## config.mk

```make
export PLATFORM = sky130hd
export DESIGN_NAME = snn_axi_lite_responder
export DESIGN_NICKNAME = d
export VERILOG_FILES = /design/src/rtl/snn_axi_lite_responder.sv
export SDC_FILE = /design/constraint.sdc
export NUM_CORES = 1
export LEC_CHECK = 0
export ABC_CLOCK_PERIOD_IN_PS = 2200
export CAP_MARGIN = 20
export CORE_MARGIN = 2
export CORE_UTILIZATION = 45
export CTS_CLUSTER_SIZE = 20
export DETAILED_ROUTE_END_ITERATION = 10
export PLACE_DENSITY = 0.81
export SETUP_SLACK_MARGIN = 0.1
export SLEW_MARGIN = 20
export SYNTH_ARGS = -nofsm -noshare
export SYNTH_HDL_FRONTEND = slang
export SYNTH_SLANG_ARGS = --single-unit
```

## constraint.sdc

```tcl
create_clock -name S_AXI_ACLK -period 2.2 [get_ports S_AXI_ACLK]
set_clock_uncertainty 0.05 [all_clocks]
set_input_delay 0.44 -clock S_AXI_ACLK [delete_from_list [all_inputs] [get_ports S_AXI_ACLK]]
set_output_delay 0.44 -clock S_AXI_ACLK [all_outputs]
set_load 0.005 [all_outputs]
```

## src/rtl/snn_axi_lite_responder.sv

```systemverilog
`default_nettype none
// ============================================================================
// Module      : snn_axi_lite_responder
// Description : AXI4-Lite responder for snn_core_top. Holds the CTRL, SIM_TIME
//               and MEM_CFG registers, returns DEBUG status and forwards the
//               0x0100-0x01FF window to the memory selected by MEM_CFG.
//               Independent write and read FSMs, one outstanding transaction
//               per channel.
// Ports       : S_AXI_*        AXI4-Lite slave interface (clock/async reset)
//               ctrl_reg, sim_time_reg, mem_cfg_reg  register contents
//               ctrl_wr_pulse  one-cycle strobe after any accepted CTRL write
//               debug_in       value returned for DEBUG reads
//               mem_wr_*       window write, one-cycle pulse
//               mem_rd_*       window read request pulse / returned data
// Revision    : 1.0 - initial release
// ============================================================================
module snn_axi_lite_responder #(
  parameter int C_S_AXI_DATA_WIDTH = 32,
  parameter int C_S_AXI_ADDR_WIDTH = 16,
  parameter int MEM_RD_LATENCY     = 1,
  parameter int USE_WSTRB          = 0
) (
  input  logic                            S_AXI_ACLK,
  input  logic                            S_AXI_ARESETN,
  input  logic [C_S_AXI_ADDR_WIDTH-1:0]   S_AXI_AWADDR,
  input  logic                            S_AXI_AWVALID,
  output logic                            S_AXI_AWREADY,
  input  logic [C_S_AXI_DATA_WIDTH-1:0]   S_AXI_WDATA,
  input  logic [C_S_AXI_DATA_WIDTH/8-1:0] S_AXI_WSTRB,
  input  logic                            S_AXI_WVALID,
  output logic                            S_AXI_WREADY,
  output logic [1:0]                      S_AXI_BRESP,
  output logic                            S_AXI_BVALID,
  input  logic                            S_AXI_BREADY,
  input  logic [C_S_AXI_ADDR_WIDTH-1:0]   S_AXI_ARADDR,
  input  logic                            S_AXI_ARVALID,
  output logic                            S_AXI_ARREADY,
  output logic [C_S_AXI_DATA_WIDTH-1:0]   S_AXI_RDATA,
  output logic [1:0]                      S_AXI_RRESP,
  output logic                            S_AXI_RVALID,
  input  logic                            S_AXI_RREADY,
  output logic [C_S_AXI_DATA_WIDTH-1:0]   ctrl_reg,
  output logic [C_S_AXI_DATA_WIDTH-1:0]   sim_time_reg,
  output logic [C_S_AXI_DATA_WIDTH-1:0]   mem_cfg_reg,
  output logic                            ctrl_wr_pulse,
  input  logic [C_S_AXI_DATA_WIDTH-1:0]   debug_in,
  output logic                            mem_wr_en,
  output logic [7:0]                      mem_wr_addr,
  output logic [C_S_AXI_DATA_WIDTH-1:0]   mem_wr_data,
  output logic                            mem_rd_en,
  output logic [7:0]                      mem_rd_addr,
  input  logic [C_S_AXI_DATA_WIDTH-1:0]   mem_rd_data
);

  localparam int         c_NUM_LANES   = C_S_AXI_DATA_WIDTH / 8;
  localparam logic [1:0] c_RESP_OKAY   = 2'b00;
  localparam logic [1:0] c_RESP_SLVERR = 2'b10;
  localparam logic [15:0] c_ADDR_CTRL  = 16'h0000;
  localparam logic [15:0] c_ADDR_SIM   = 16'h0004;
  localparam logic [15:0] c_ADDR_CFG   = 16'h0008;
  localparam logic [15:0] c_ADDR_DBG   = 16'h000C;
  localparam logic [7:0]  c_WIN_PAGE   = 8'h01;
  // Last value of the latency counter before mem_rd_data is sampled.
  localparam logic [2:0]  c_LAT_LAST   = 3'(MEM_RD_LATENCY - 1);

  typedef enum logic [1:0] {W_IDLE = 2'd0, W_ACK = 2'd1, W_RESP = 2'd2} wr_state_t;
  typedef enum logic [1:0] {R_IDLE = 2'd0, R_ACK = 2'd1, R_MEM = 2'd2, R_DATA = 2'd3} rd_state_t;

  wr_state_t r_wr_state;
  rd_state_t r_rd_state;

  logic                          r_awready, r_wready, r_bvalid;
  logic [1:0]                    r_bresp;
  logic                          r_arready, r_rvalid;
  logic [1:0]                    r_rresp;
  logic [C_S_AXI_DATA_WIDTH-1:0] r_rdata;
  logic [C_S_AXI_DATA_WIDTH-1:0] r_ctrl, r_sim, r_cfg;
  logic                          r_ctrl_wr_pulse;
  logic                          r_mem_wr_en;
  logic [7:0]                    r_mem_wr_addr;
  logic [C_S_AXI_DATA_WIDTH-1:0] r_mem_wr_data;
  logic                          r_mem_rd_en;
  logic [7:0]                    r_mem_rd_addr;
  logic [2:0]                    r_lat_cnt;

  // Full-address decode for both channels.
  logic w_aw_ctrl, w_aw_sim, w_aw_cfg, w_aw_win;
  logic w_ar_ctrl, w_ar_sim, w_ar_cfg, w_ar_dbg, w_ar_win;
  assign w_aw_ctrl = (S_AXI_AWADDR == c_ADDR_CTRL);
  assign w_aw_sim  = (S_AXI_AWADDR == c_ADDR_SIM);
  assign w_aw_cfg  = (S_AXI_AWADDR == c_ADDR_CFG);
  assign w_aw_win  = (S_AXI_AWADDR[15:8] == c_WIN_PAGE);
  assign w_ar_ctrl = (S_AXI_ARADDR == c_ADDR_CTRL);
  assign w_ar_sim  = (S_AXI_ARADDR == c_ADDR_SIM);
  assign w_ar_cfg  = (S_AXI_ARADDR == c_ADDR_CFG);
  assign w_ar_dbg  = (S_AXI_ARADDR == c_ADDR_DBG);
  assign w_ar_win  = (S_AXI_ARADDR[15:8] == c_WIN_PAGE);

  // Byte-lane write mask; all lanes enabled when strobes are ignored.
  logic [C_S_AXI_DATA_WIDTH-1:0] w_wmask;
  generate
    for (genvar b = 0; b < c_NUM_LANES; b++) begin : g_lane_mask
      assign w_wmask[8*b +: 8] = (USE_WSTRB != 0) ? {8{S_AXI_WSTRB[b]}} : 8'hFF;
    end
  endgenerate

  logic [C_S_AXI_DATA_WIDTH-1:0] w_ctrl_next, w_sim_next, w_cfg_next;
  assign w_ctrl_next = (r_ctrl & ~w_wmask) | (S_AXI_WDATA & w_wmask);
  assign w_sim_next  = (r_sim  & ~w_wmask) | (S_AXI_WDATA & w_wmask);
  assign w_cfg_next  = (r_cfg  & ~w_wmask) | (S_AXI_WDATA & w_wmask);

  // Register read mux; unmapped addresses return zero with SLVERR.
  logic [C_S_AXI_DATA_WIDTH-1:0] w_rd_data;
  logic [1:0]                    w_rd_resp;
  always_comb begin
    w_rd_data = '0;
    w_rd_resp = c_RESP_OKAY;
    if (w_ar_ctrl)      w_rd_data = r_ctrl;
    else if (w_ar_sim)  w_rd_data = r_sim;
    else if (w_ar_cfg)  w_rd_data = r_cfg;
    else if (w_ar_dbg)  w_rd_data = debug_in;
    else                w_rd_resp = c_RESP_SLVERR;
  end

  // Write channel: AW and W are only accepted together, one transaction at a time.
  always_ff @(posedge S_AXI_ACLK or negedge S_AXI_ARESETN) begin
    if (!S_AXI_ARESETN) begin
      r_wr_state      <= W_IDLE;
      r_awready       <= 1'b0;
      r_wready        <= 1'b0;
      r_bvalid        <= 1'b0;
      r_bresp         <= c_RESP_OKAY;
      r_ctrl          <= '0;
      r_sim           <= '0;
      r_cfg           <= '0;
      r_ctrl_wr_pulse <= 1'b0;
      r_mem_wr_en     <= 1'b0;
      r_mem_wr_addr   <= '0;
      r_mem_wr_data   <= '0;
    end else begin
      r_ctrl_wr_pulse <= 1'b0;
      r_mem_wr_en     <= 1'b0;
      case (r_wr_state)
        W_IDLE: begin
          if (S_AXI_AWVALID && S_AXI_WVALID) begin
            r_awready  <= 1'b1;
            r_wready   <= 1'b1;
            r_wr_state <= W_ACK;
          end
        end
        W_ACK: begin
          // Handshake edge: apply the write and raise the response.
          r_awready  <= 1'b0;
          r_wready   <= 1'b0;
          r_bvalid   <= 1'b1;
          r_bresp    <= c_RESP_OKAY;
          r_wr_state <= W_RESP;
          if (w_aw_win) begin
            r_mem_wr_en   <= 1'b1;
            r_mem_wr_addr <= S_AXI_AWADDR[7:0];
            r_mem_wr_data <= S_AXI_WDATA;
          end else if (w_aw_ctrl) begin
            r_ctrl          <= w_ctrl_next;
            r_ctrl_wr_pulse <= 1'b1;
          end else if (w_aw_sim) begin
            r_sim <= w_sim_next;
          end else if (w_aw_cfg) begin
            r_cfg <= w_cfg_next;
          end else begin
            r_bresp <= c_RESP_SLVERR;
          end
        end
        W_RESP: begin
          if (S_AXI_BREADY) begin
            r_bvalid   <= 1'b0;
            r_wr_state <= W_IDLE;
          end
        end
        default: r_wr_state <= W_IDLE;
      endcase
    end
  end

  // Read channel: registers answer immediately, the window waits out the memory latency.
  always_ff @(posedge S_AXI_ACLK or negedge S_AXI_ARESETN) begin
    if (!S_AXI_ARESETN) begin
      r_rd_state    <= R_IDLE;
      r_arready     <= 1'b0;
      r_rvalid      <= 1'b0;
      r_rdata       <= '0;
      r_rresp       <= c_RESP_OKAY;
      r_mem_rd_en   <= 1'b0;
      r_mem_rd_addr <= '0;
      r_lat_cnt     <= '0;
    end else begin
      r_mem_rd_en <= 1'b0;
      case (r_rd_state)
        R_IDLE: begin
          if (S_AXI_ARVALID) begin
            r_arready  <= 1'b1;
            r_rd_state <= R_ACK;
          end
        end
        R_ACK: begin
          r_arready <= 1'b0;
          if (w_ar_win) begin
            r_mem_rd_en   <= 1'b1;
            r_mem_rd_addr <= S_AXI_ARADDR[7:0];
            r_lat_cnt     <= '0;
            r_rd_state    <= R_MEM;
          end else begin
            // Registers sampled here are pre-write if a write lands on the same edge.
            r_rdata    <= w_rd_data;
            r_rresp    <= w_rd_resp;
            r_rvalid   <= 1'b1;
            r_rd_state <= R_DATA;
          end
        end
        R_MEM: begin
          if (r_lat_cnt == c_LAT_LAST) begin
            r_rdata    <= mem_rd_data;
            r_rresp    <= c_RESP_OKAY;
            r_rvalid   <= 1'b1;
            r_rd_state <= R_DATA;
          end else begin
            r_lat_cnt <= r_lat_cnt + 3'd1;
          end
        end
        R_DATA: begin
          if (S_AXI_RREADY) begin
            r_rvalid   <= 1'b0;
            r_rd_state <= R_IDLE;
          end
        end
        default: r_rd_state <= R_IDLE;
      endcase
    end
  end

  assign S_AXI_AWREADY = r_awready;
  assign S_AXI_WREADY  = r_wready;
  assign S_AXI_BVALID  = r_bvalid;
  assign S_AXI_BRESP   = r_bresp;
  assign S_AXI_ARREADY = r_arready;
  assign S_AXI_RVALID  = r_rvalid;
  assign S_AXI_RDATA   = r_rdata;
  assign S_AXI_RRESP   = r_rresp;
  assign ctrl_reg      = r_ctrl;
  assign sim_time_reg  = r_sim;
  assign mem_cfg_reg   = r_cfg;
  assign ctrl_wr_pulse = r_ctrl_wr_pulse;
  assign mem_wr_en     = r_mem_wr_en;
  assign mem_wr_addr   = r_mem_wr_addr;
  assign mem_wr_data   = r_mem_wr_data;
  assign mem_rd_en     = r_mem_rd_en;
  assign mem_rd_addr   = r_mem_rd_addr;

endmodule
`default_nettype wire

```

==> results.md <==
* Outcome: finished, final reports clean
* PwrDens at about 790 mW/mm2
* Synth area leaders: dfrtp_1 (55%), mux2_2 (18%), mux4_2 (8.0%)
* Syn avg cell area at 13.9 um2
* Clock Latency Late Sink at 0.43 ns
* Slew margin rel. at 0.568
* Synth Instances at 632
* Synth Register Bits at 192
* Reg2reg path depth at 8
* FILL cells at 1398
* Router iterations before antenna repair at 6
* Reg2reg start: r_wr_state[1]
* Hold Crit Class: in2reg
* Hold depth at 2
* Final hold violations at 0
* Antenna Nets Post-Route at 0
* Antenna violations before repair at 1
* Maximum clock frequency at around 0.49 GHz
* Clk sinks at 192
* Most frequent cells in the layout: clkdlybuf4s50_1 (310), dfrtp_1 (192), mux2_2 (126), nand2_1 (39), a21oi_1 (37)
* Initial core utilization at 0.454
* Largest net degree at the start of global routing at 62
* Clock-pin slew on the worst setup and hold paths at about 0.080 ns
* Crit end category: flip-flop
* Post-synthesis cell type count at 47
* Layout cells sized above 1 at 0.303
* Leak Pwr at 5.93 nW
* Setup CP Type: in2reg
* Core area at 0.0193 mm2
* Critical Path RT at 2.46 ns
* IO Port Bufs at 320
* Setup slack, reg-to-reg at 0.17 ns
* Drt total wl at between 20000 and 30000 um
* Avg WL per Cell at 21.4 um
* Die area at between 0.02 and 0.025 mm2
* H-tree Lvls at 4
* Final Core Density at 0.690
* Area grow syn2layout at 51.9%
* GP Congestion at 0.794
* RSZ-0062 raised after global routing: false
* # setup viols final at 0
* GRT overflow at 0
* Final Cell Area at roughly 0.013 mm2
* Crit-path slowest cell: clkdlybuf4s50_1
* Fraction of registers with async set/reset at 1.00
* DR DRC count at 0
* Die width at 143 um
* I/O Pins at 327
* Max-slew violation count at 0
* Max Cap Viol at 0
* CP Max Fanout at 5
* Tot GR Track Use at 0.261
* Cell row count at 51
* Synthesized cell area at 0.00875 mm2
* Synth top area share at 0.549
* CP peak stage delay at ~0.43 ns
* VDD IR max at about 0.7 mV
* Placed Instance Area at around 0.012 mm2
* DRT iter0 DRCs at 247
* Clock Path Buffers at 2
* Synth Flop Type: dfrtp_1
* R2R Path End: ctrl_reg[18]
* Drt via density at 5.37
* Cell taking the most area after synthesis: dfrtp_1
* Via count at between 6000 and 7000
* Most common cell after layout, fill and taps aside: clkdlybuf4s50_1
* Sequential cell area fraction in the yosys report at 0.549
* Hold path startpoint: S_AXI_AWADDR[5]
* Post-synth EDFFs at 0
* Fin crit period at 2.06 ns
* Worst slew pin tran at 0.632 ns
* Sequential cell area at 0.00480 mm2
* Dpl hpwl at 18900 um
* CTS tree: built
* Clock Tree Root: clkbuf_16
* Hold_ws at 0.197 ns
* Fin crit share at 0.937
* Synth warnings at 0
* Number of global-route vias before repair at 7155
* Die H at 143 um
* CP Cell Sequence: clkdlybuf4s50_1 -> nor4_2 -> and3_4 -> and4bb_4 -> buf_6 -> buf_6 -> buf_8 -> buf_12 -> mux2_4
* Critical Path Source Type: input port
* CTS Buf Count at 17
* Delay-heaviest family, CP: buffers and inverters
* Nets at between 1000 and 1500
* Crit path from: S_AXI_AWADDR[9]
* Multi-input logic area at 0.00372 mm2
* First-pass GRT wire length at 40500 um
* Hold Path Sink: mem_wr_addr[5]
* Arr. time, crit path at 2.32 ns
* Most frequent CP cell: buf_6
* WP buf/inv at 5
==> per-stage QoR <==
step	setup WS [ns]	setup TNS [ns]	instances	total power, mW
4_1_cts	0.112	0	1249	10.5
2_1_floorplan	0.0111	0	633	5.59
6_report	0.139	0	1250	10.4
3_5_place_dp	-0.453	-47.63	1206	7.41
5_1_grt	0.0818	0	1250	11.0
3_3_place_gp	-0.434	-46.71	1206	7.32
==> metal layers <==
metal / vias to the layer above / share of wire / track usage
li1: 3013 / - / -
met1: 3399 / 0.39 / 0.303
met2: 253 / 0.51 / 0.452
met3: 46 / 0.080 / 0.0793
met4: 0 / 0.028 / 0.106
met5: - / 0 / 0
==> power by group <==
part,internal (mW),switching [mW]
Clock,1.63,1.47
Sequential,3.94,0.237
Combinational,1.62,1.53
Total,7.20,3.24
==> area by class of cell <==
class,instances,share of cell area
Antenna cell,1,0.000188
Clock inverter,14,0.0106
Timing Repair Buffer,367,0.286
Sequential cell,192,0.361
Multi-Input combinational cell,380,0.280
Inverter,13,0.00367
Clock buffer,18,0.0330
Tap cell,265,0.0249
==> cells by family after synthesis <==
group / Yosys count / synth area share
AND/OR/NAND/NOR: 107 / 0.0779
flip-flops: 192 / 0.549
other: 1 / 0.000428
multiplexers: 177 / 0.267
adder cells (fa/ha/maj): 6 / 0.00858
AO/OA/AOI/OAI: 88 / 0.0592
buffers and inverters: 61 / 0.0376
==> cell usage after synthesis, types with 2 or more instances <==
master,instances
dfrtp_1,192
mux2_2,137
nand2_1,40
a21oi_1,38
a31oi_1,31
mux4_2,31
or3b_2,27
clkbuf_1,24
inv_1,13
buf_6,9
mux2_1,8
buf_4,7
ha_1,6
nand3_1,6
o21ai_0,6
buf_2,5
nor3_1,5
nor2_1,4
or3b_1,4
buf_1,3
nor2b_1,3
a221oi_1,2
nand2b_1,2
nand4b_2,2
nor4_1,2
nor4b_1,2
o211ai_1,2
o22ai_1,2
==> what timing repair did <==
action | 4_1_cts | 5_1_grt
resized for setup | 43 | 7
hold buffers | 1 | 0
endpoints found under the setup margin | 96 | 35
gates cloned | 4 | 0
hold endpoints to repair | 50 | 0
buffers inserted | 6 | 0
pin swaps | 3 | 3
==> how the worst max path moves through the flow <==
stage / endpoint / slack, ns / cells past startpoint
global placement: ctrl_reg[18] / -0.43 / 6
global route: ctrl_reg[15] / 0.08 / 9
CTS: ctrl_reg[19] / 0.11 / 9
finish: ctrl_reg[18] / 0.14 / 9
floorplan: ctrl_reg[16] / 0.01 / 6
detailed placement: ctrl_reg[19] / -0.45 / 6
(Power assumes the default switching activity.)
